==> src/rtl/param_expr_pkg.sv <==
// Shared types and constants for the param_expr_unit streaming arithmetic stage.
package param_expr_pkg;

    typedef enum logic [2:0] {
        OP_ADD   = 3'd0,
        OP_SUB   = 3'd1,
        OP_MUL   = 3'd2,
        OP_DIV   = 3'd3,
        OP_MOD   = 3'd4,
        OP_CLOG2 = 3'd5
    } op_code_t;

    typedef enum logic [1:0] {
        IDLE   = 2'd0,
        DIVIDE = 2'd1,
        OUTPUT = 2'd2
    } fsm_state_t;

    // Divide-by-zero: DIV returns an all-ones word, MOD returns the dividend.
    localparam logic DIV0_QUOT_FILL = 1'b1;
    localparam logic DIV0_ERROR     = 1'b1;
    localparam logic ILLEGAL_ERROR  = 1'b1;

endpackage

==> src/rtl/param_expr_divider.sv <==
// Iterative restoring divider: one quotient bit per cycle, DATA_WIDTH cycles per divide.
// quotient/remainder present the values being committed and are final while done is high.
module param_expr_divider #(
    parameter int DATA_WIDTH = 32
) (
    input  logic                  clock,
    input  logic                  reset,
    input  logic                  start,
    input  logic [DATA_WIDTH-1:0] dividend,
    input  logic [DATA_WIDTH-1:0] divisor,
    output logic                  done,
    output logic [DATA_WIDTH-1:0] quotient,
    output logic [DATA_WIDTH-1:0] remainder
);

    localparam int CNT_W = $clog2(DATA_WIDTH);

    logic [DATA_WIDTH-1:0] rem_q, rem_d;
    logic [DATA_WIDTH-1:0] dvd_q, dvd_d;
    logic [DATA_WIDTH-1:0] dsr_q, dsr_d;
    logic [CNT_W-1:0]      cnt_q, cnt_d;
    logic                  busy_q, busy_d;

    logic [DATA_WIDTH:0]   partial_s;
    logic [DATA_WIDTH-1:0] trial_s;
    logic                  ge_s;

    // One restoring step: dvd_q shifts dividend bits out and quotient bits in.
    always_comb begin
        partial_s = {rem_q, dvd_q[DATA_WIDTH-1]};
        ge_s      = (partial_s >= {1'b0, dsr_q});
        trial_s   = partial_s[DATA_WIDTH-1:0] - dsr_q;
        quotient  = {dvd_q[DATA_WIDTH-2:0], ge_s};
        remainder = ge_s ? trial_s : partial_s[DATA_WIDTH-1:0];
        done      = busy_q && (cnt_q == {CNT_W{1'b0}});

        rem_d  = rem_q;
        dvd_d  = dvd_q;
        dsr_d  = dsr_q;
        cnt_d  = cnt_q;
        busy_d = busy_q;
        if (start) begin
            rem_d  = {DATA_WIDTH{1'b0}};
            dvd_d  = dividend;
            dsr_d  = divisor;
            cnt_d  = CNT_W'(DATA_WIDTH - 1);
            busy_d = 1'b1;
        end else if (busy_q) begin
            rem_d  = remainder;
            dvd_d  = quotient;
            cnt_d  = cnt_q - CNT_W'(1);
            busy_d = (cnt_q != {CNT_W{1'b0}});
        end else begin
            busy_d = 1'b0;
        end
    end

    // Divider state registers; reset aborts any divide in flight.
    always_ff @(posedge clock or negedge reset) begin
        if (!reset) begin
            rem_q  <= {DATA_WIDTH{1'b0}};
            dvd_q  <= {DATA_WIDTH{1'b0}};
            dsr_q  <= {DATA_WIDTH{1'b0}};
            cnt_q  <= {CNT_W{1'b0}};
            busy_q <= 1'b0;
        end else begin
            rem_q  <= rem_d;
            dvd_q  <= dvd_d;
            dsr_q  <= dsr_d;
            cnt_q  <= cnt_d;
            busy_q <= busy_d;
        end
    end

endmodule

==> src/rtl/param_expr_unit.sv <==
// Streaming unsigned add/sub/mul/div/mod/clog2 stage with valid/ready on both sides.
// Opcode 5 (CLOG2) is only implemented when PARAM_EXPR_CLOG2_EN is defined; otherwise it is illegal.
module param_expr_unit
    import param_expr_pkg::*;
#(
    parameter int DATA_WIDTH  = 32,
    parameter int CLOG2_WIDTH = $clog2(DATA_WIDTH) + 1
) (
    input  logic                  clock,
    input  logic                  reset,
    input  logic                  op_valid,
    output logic                  op_ready,
    input  logic [2:0]            op_code,
    input  logic [DATA_WIDTH-1:0] operand_a,
    input  logic [DATA_WIDTH-1:0] operand_b,
    output logic                  res_valid,
    input  logic                  res_ready,
    output logic [DATA_WIDTH-1:0] result,
    output logic                  error
);

    function automatic logic [CLOG2_WIDTH-1:0] ceil_log2(input logic [DATA_WIDTH-1:0] v);
        logic [DATA_WIDTH-1:0]  m;
        logic [CLOG2_WIDTH-1:0] r;
        m = v - DATA_WIDTH'(1);
        r = {CLOG2_WIDTH{1'b0}};
        if (v > DATA_WIDTH'(1)) begin
            for (int i = 0; i < DATA_WIDTH; i++) begin
                r = m[i] ? CLOG2_WIDTH'(i + 1) : r;
            end
        end else begin
            r = {CLOG2_WIDTH{1'b0}};
        end
        return r;
    endfunction

    fsm_state_t            state_q, state_d;
    logic                  op_ready_q, op_ready_d;
    logic                  res_valid_q, res_valid_d;
    logic [DATA_WIDTH-1:0] result_q, result_d;
    logic                  error_q, error_d;
    logic                  is_mod_q, is_mod_d;

    logic [DATA_WIDTH:0]     sum_s;
    logic [DATA_WIDTH-1:0]   diff_s;
    logic [2*DATA_WIDTH-1:0] prod_s;
    logic [DATA_WIDTH-1:0]   imm_result_s;
    logic                    imm_error_s;
    logic                    accept_s;
    logic                    is_divmod_s;
    logic                    div_start_s;
    logic                    div_done_s;
    logic [DATA_WIDTH-1:0]   div_quo_s;
    logic [DATA_WIDTH-1:0]   div_rem_s;

    param_expr_divider #(
        .DATA_WIDTH(DATA_WIDTH)
    ) u_divider (
        .clock    (clock),
        .reset    (reset),
        .start    (div_start_s),
        .dividend (operand_a),
        .divisor  (operand_b),
        .done     (div_done_s),
        .quotient (div_quo_s),
        .remainder(div_rem_s)
    );

    // Single-cycle results; DIV/MOD entries here only cover the divide-by-zero case.
    always_comb begin
        sum_s  = {1'b0, operand_a} + {1'b0, operand_b};
        diff_s = operand_a - operand_b;
        prod_s = (2*DATA_WIDTH)'(operand_a) * (2*DATA_WIDTH)'(operand_b);
        imm_result_s = {DATA_WIDTH{1'b0}};
        imm_error_s  = 1'b0;
        case (op_code)
            OP_ADD: begin
                imm_result_s = sum_s[DATA_WIDTH-1:0];
                imm_error_s  = sum_s[DATA_WIDTH];
            end
            OP_SUB: begin
                imm_result_s = diff_s;
                imm_error_s  = (operand_a < operand_b);
            end
            OP_MUL: begin
                imm_result_s = prod_s[DATA_WIDTH-1:0];
                imm_error_s  = |prod_s[2*DATA_WIDTH-1:DATA_WIDTH];
            end
            OP_DIV: begin
                imm_result_s = {DATA_WIDTH{DIV0_QUOT_FILL}};
                imm_error_s  = DIV0_ERROR;
            end
            OP_MOD: begin
                imm_result_s = operand_a;
                imm_error_s  = DIV0_ERROR;
            end
`ifdef PARAM_EXPR_CLOG2_EN
            OP_CLOG2: begin
                imm_result_s = DATA_WIDTH'(ceil_log2(operand_a));
                imm_error_s  = 1'b0;
            end
`endif
            default: begin
                imm_result_s = {DATA_WIDTH{1'b0}};
                imm_error_s  = ILLEGAL_ERROR;
            end
        endcase
    end

    // Handshake FSM: accept in IDLE, iterate in DIVIDE, hold the result in OUTPUT.
    always_comb begin
        state_d     = state_q;
        result_d    = result_q;
        error_d     = error_q;
        is_mod_d    = is_mod_q;
        div_start_s = 1'b0;
        accept_s    = op_valid && op_ready_q;
        is_divmod_s = (op_code == OP_DIV) || (op_code == OP_MOD);
        case (state_q)
            IDLE: begin
                if (accept_s && is_divmod_s && (operand_b != {DATA_WIDTH{1'b0}})) begin
                    state_d     = DIVIDE;
                    div_start_s = 1'b1;
                    is_mod_d    = (op_code == OP_MOD);
                end else if (accept_s) begin
                    state_d  = OUTPUT;
                    result_d = imm_result_s;
                    error_d  = imm_error_s;
                end else begin
                    state_d = IDLE;
                end
            end
            DIVIDE: begin
                if (div_done_s) begin
                    state_d  = OUTPUT;
                    result_d = is_mod_q ? div_rem_s : div_quo_s;
                    error_d  = 1'b0;
                end else begin
                    state_d = DIVIDE;
                end
            end
            OUTPUT: begin
                if (res_ready) begin
                    state_d = IDLE;
                end else begin
                    state_d = OUTPUT;
                end
            end
            default: begin
                state_d = IDLE;
            end
        endcase
        op_ready_d  = (state_d == IDLE);
        res_valid_d = (state_d == OUTPUT);
    end

    // Control and result registers; all handshake outputs come straight from flops.
    always_ff @(posedge clock or negedge reset) begin
        if (!reset) begin
            state_q     <= IDLE;
            op_ready_q  <= 1'b0;
            res_valid_q <= 1'b0;
            result_q    <= {DATA_WIDTH{1'b0}};
            error_q     <= 1'b0;
            is_mod_q    <= 1'b0;
        end else begin
            state_q     <= state_d;
            op_ready_q  <= op_ready_d;
            res_valid_q <= res_valid_d;
            result_q    <= result_d;
            error_q     <= error_d;
            is_mod_q    <= is_mod_d;
        end
    end

    assign op_ready  = op_ready_q;
    assign res_valid = res_valid_q;
    assign result    = result_q;
    assign error     = error_q;

endmodule

==> config.mk <==
export PLATFORM = sky130hd
export DESIGN_NAME = param_expr_unit
export DESIGN_NICKNAME = d
export VERILOG_FILES = /design/src/rtl/param_expr_pkg.sv /design/src/rtl/param_expr_divider.sv /design/src/rtl/param_expr_unit.sv
export SDC_FILE = /design/constraint.sdc
export NUM_CORES = 2
export LEC_CHECK = 0
export ABC_AREA = 1
export CAP_MARGIN = 20
export CORE_MARGIN = 2
export CORE_UTILIZATION = 55
export DETAILED_ROUTE_END_ITERATION = 8
export HOLD_SLACK_MARGIN = 0.1
export MAX_ROUTING_LAYER = met4
export PLACE_DENSITY = 0.75
export SYNTH_ARGS = -nofsm -noshare
export SYNTH_HDL_FRONTEND = slang
export SYNTH_SLANG_ARGS = --single-unit
export TNS_END_PERCENT = 30
==> constraint.sdc <==
create_clock -name clock -period 2.4 [get_ports clock]
set_clock_uncertainty 0.1 [all_clocks]
set_input_delay 0.6 -clock clock [delete_from_list [all_inputs] [get_ports clock]]
set_output_delay 0.6 -clock clock [all_outputs]
set_load 0.05 [all_outputs]
==> metrics.md, run 1 <==
| Metric | Value |
|---|---|
| Area leader, netlist | `fa_1` |
| Synth top area share | `between 30% and 40%` |
| Cell Area, Synth | `0.04903 sq mm` |
| Inst Count DP | `~9000` |
| Clock sinks | `140` |
| CTS buffer count | `17` |
| Err | `[ERROR GRT-0232] Routing congestion too high. Check the congestion heatmap in the GUI.` |
| Post-synthesis area per instance | `a little over 7 sq um` |
| Top cells by count, synth | `2052 x nand2_1, 1941 x inv_1, 898 x fa_1` |
| Yosys cell types | `between 60 and 70` |
| Detail Placement HPWL | `roughly 160000 um` |
| Die Y | `around 300 um` |
| Seq/Total Area, Yosys | `7.145%` |
| Flops & latches, synth | `140` |
| Core Rows | `~110` |
| GRT repair_timing worst endpoint | `error$_DFFE_PN0P_/D` |
| Count leader, synth | `nand2_1` |
| Clock Path Buffers | `2` |
| GP Congestion | `1.060` |
| All-Layer GR Usage | `around two thirds` |
| Post-synth net total | `about 8300` |
| Final global-route overflow total | `8` |
| Last step reached | `5_1_grt` |
| Post-synth EDFFs | `0` |
| Die width | `302.6 um` |
| Status | `stopped before the end` |
| IO Port Bufs | `105` |
| Asr flop ratio synth | `100.0%` |
| Pre-CTS setup slack | `-5.820 ns` |
| Largest net degree at the start of global routing | `60` |
| Root buf cell | `clkbuf_16` |
| Prevailing post-synth register cell | `dfrtp_1` |
| Starting density of the core | `a little under three fifths` |
| H-tree level count | `4` |
| Warnings, synthesis | `0` |
| Cells after Synth | `6951` |
| Largest cells by area after synthesis | `fa_1 37%, nand2_1 16%, inv_1 15%` |
| IO Count | `between 100 and 150` |
| Worst EP Category | `register data pin` |
## what timing repair did
action	4_1_cts
hold buffers	1
hold endpoints to repair	25
gates resized for setup	938
setup buffers	137
pin swaps	302
setup endpoints to repair	141
cloned	48
## logic make-up after synthesis
kind of cell    Yosys count  share of synthesized area, %
xor+xnor                 33                        0.5895
flops                   140                         7.145
simple gates           2624                         21.30
buf+inv                2250                         17.38
mux                       1                       0.02297
compound gates          643                         7.664
fa+ha+maj              1260                         45.90
## per-stage QoR
step | area, sq um | hold slack, ns | TNS [ns] | utilization, %
floorplan | 50070 | 0.2044 | -107.17 | -
global placement | 60180 | 0.3678 | -267.02 | 68.10
detailed placement | 60180 | 0.3711 | -273.28 | 68.10
CTS | 66160 | 0.3861 | -148.10 | 74.87
## metal layers
| layer | global-route usage, % | GRT overflow |
|---|---|---|
| met4 | 48.21 | 2 |
| met5 | - | - |
| met3 | 51.29 | 2 |
| met2 | 82.09 | 4 |
| met1 | 73.98 | 0 |
==> run 2: changes to the inputs <==
Settings changed: CORE_UTILIZATION 55 to 40, HOLD_SLACK_MARGIN 0.1 to not set, MAX_ROUTING_LAYER met4 to not set, PLACE_DENSITY 0.75 to not set, PLACE_DENSITY_LB_ADDON set to 0.15.
Clock period 2.4 ns to 3.1 ns, I/O delays scaled along.
==> run 2 against run 1 <==
The flow now finishes, with violations (setup timing). Area after synthesis did not move. Synthesized cell count did not move.
==> metrics.md, run 2 <==
| Metric | Value |
|---|---|
| Status | `finished, violations left` |
| Violated checks | `setup timing` |
| Fin nets | `approximately 9000` |
| Post-synthesis area per instance | `roughly 7.1 sq um` |
| Core Rows | `128` |
| Slew Viols, Final | `0` |
| Final core utilization | `a little over half` |
| IO Count | `between 100 and 150` |
| Flops & latches, synth | `140` |
| Most used cell, CP | `nand2_1` |
| DRC | `0` |
| Clock-pin slew on the worst setup and hold paths | `about 0.060 ns` |
| Vias in the first global route | `~48000` |
| First-pass GRT wire length | `slightly above 300000 um` |
| Post-CTS Hold Buffers | `0` |
| Detail Placement HPWL | `about 160000 um` |
| CP endpoint kind | `flop` |
| Post-synth EDFFs | `0` |
| Warnings, synthesis | `0` |
| CP max FO | `6` |
| RR Endpoint | `result[22]$_DFFE_PN0P_` |
| Crit path depth | `35` |
| Area Overhead vs Synth | `33.12%` |
| Antenna Nets Post-Route | `0` |
| Unrepaired setup endpoints after global routing | `yes` |
| Die Y | `354.1 um` |
| Die width | `about 350 um` |
| Root buf cell | `clkbuf_16` |
| RR Startpoint | `u_divider.dvd_q[31]$_DFFE_PN0P_` |
| Register area | `about 0.0035 sq mm` |
| Synth top area share | `36.67%` |
| Worst hold path type | `input port to async pin` |
| Asr flop ratio synth | `100.0%` |
| Max-cap violations | `0` |
| Cell Area, Synth | `0.04903 sq mm` |
| Yosys cell types | `61` |
| Initial DRC Count | `approximately 4000` |
| Most frequent cells in the layout | `1827 x inv_1, 1824 x nand2_1, 868 x buf_4` |
| Top cells by count, synth | `2052 x nand2_1, 1941 x inv_1, 898 x fa_1` |
| CP top delay family | `adder cells` |
| Crit Path Category | `input port to flop` |
| Worst-Margin Slew | `between 0.7 and 0.8 ns` |
| FF-to-FF setup slack | `-0.14 ns` |
| Pre-CTS setup slack | `-5.351 ns` |
| Via density | `around 5.0` |
| Largest net degree at the start of global routing | `between 60 and 70` |
| Final WL | `between 150000 and 200000 um` |
| Starting density of the core | `~40%` |
| Setup-failing EPs final | `31` |
| Clock sinks | `140` |
| DIE AREA | `~0.13 sq mm` |
| PnR worst setup slack | `-4.292 ns` |
| Final hold slack | `0.008608 ns` |
| Period utilization | `238.5%` |
| CP peak stage delay | `0.57 ns` |
| Routed vias | `roughly 47000` |
| Cells after Synth | `6951` |
| GP Congestion | `approximately 1.0` |
| Prevailing post-synth register cell | `dfrtp_1` |
| WP buf/inv | `9` |
| Layout cell share with drive strength beyond 1 | `between 20% and 30%` |
| WP data required | `~3.4 ns` |
| Count leader, synth | `nand2_1` |
| Final global-route overflow total | `0` |
| R2R cell count | `25` |
| CP endpoint | `error$_DFFE_PN0P_` |
| CTS buffer count | `25` |
| CTS tree | `built` |
| CP startpoint | `operand_b[20]` |
| WL/cell | `between 20 and 25 um` |
| H-tree level count | `4` |
| Core Area | `roughly 0.12 sq mm` |
| IO Port Bufs | `roughly 110` |
| Worst-skew pair later-pin latency | `about 0.5 ns` |
| Initial antenna violation count | `5` |
| Clock Path Buffers | `3` |
| Multi-input logic area | `approximately 0.04 sq mm` |
| Slowest CP cell | `fa_1` |
| Worst EP arrival | `7.68 ns` |
| Fillers | `between 10000 and 15000` |
| Drt pass-1 iters | `7` |
| Largest cells by area after synthesis | `fa_1 37%, nand2_1 16%, inv_1 15%` |
| Final min period | `between 7 and 8 ns` |
| Highest clock rate | `135.3 MHz` |
| Post-synth net total | `approximately 8300` |
| Area leader, netlist | `fa_1` |
| Most common cell after layout, fill and taps aside | `inv_1` |
| Slew HR | `52.78%` |
| Final Hold Viols | `0` |
| Seq/Total Area, Yosys | `under 10%` |
| CP Launch Type | `input port` |
| All-Layer GR Usage | `32.05%` |
run 2: area by class of cell:
| type | count | share of cell area [%] |
|---|---|---|
| multi-input combinational | 4561 | 61.40 |
| timing repair buffer | 1198 | 17.82 |
| inverter | 1950 | 11.24 |
| sequential | 140 | 5.367 |
| tap | 1625 | 3.115 |
| clock buffer | 30 | 1.018 |
| clock inverter | 3 | 0.02300 |
| antenna | 4 | 0.01534 |
run 2: per-stage QoR:
step | cells | setup TNS, ns | cell area, sq um
4_1_cts | 9479 | -101.16 | 63800
6_report | 9511 | -99.84 | 65270
2_1_floorplan | 6951 | -91.23 | 50070
3_5_place_dp | 9360 | -222.82 | 59690
5_1_grt | 9510 | -109.02 | 65270
3_3_place_gp | 9360 | -222.32 | 59690
run 2: worst min-delay path by stage:
stage	end	slack, ns
floorplan	u_divider.dsr_q[10]$_DFFE_PN0P_	0.35
global placement	u_divider.dvd_q[29]$_DFFE_PN0P_	0.37
detailed placement	result[30]$_DFFE_PN0P_	0.37
CTS	u_divider.dsr_q[0]$_DFFE_PN0P_	0.005
global route	u_divider.cnt_q[3]$_DFFE_PN0P_	0.002
finish	u_divider.cnt_q[2]$_DFFE_PN0P_	0.009
run 2: kinds of logic (layout without fill, tap and decap cells):
kind of cell / Yosys count / in the layout / share of synthesized area, %
AOI/OAI and AO/OA: 643 / 643 / 7.664
xor gates and xnor gates: 33 / 33 / 0.5895
adders and majority gates: 1260 / 1260 / 45.90
buffers and inverters: 2250 / 3181 / 17.38
DFF: 140 / 140 / 7.145
muxes: 1 / 1 / 0.02297
other: 0 / 4 / 0
and+or+nand+nor: 2624 / 2624 / 21.30
run 2: repair_timing:
item,in CTS,in global routing
cloned,19,4
pin swaps,277,247
setup buffers,79,29
resized for setup,677,356
endpoints found under the setup margin,134,98
run 2: routing by layer:
metal / routed length (um) / global-route usage [%] / share of wire (%)
met1: 91100 / 46.84 / 46
met2: 89260 / 50.41 / 45
met3: 13270 / 4.283 / 6.6
met4: 6203 / 7.390 / 3.1
met5: 9 / 0 / 0.0045
Power of run 2 is left out: the tool's default activity adds up to more than one toggle a clock period on the data nets, which glitch-free logic cannot reach.
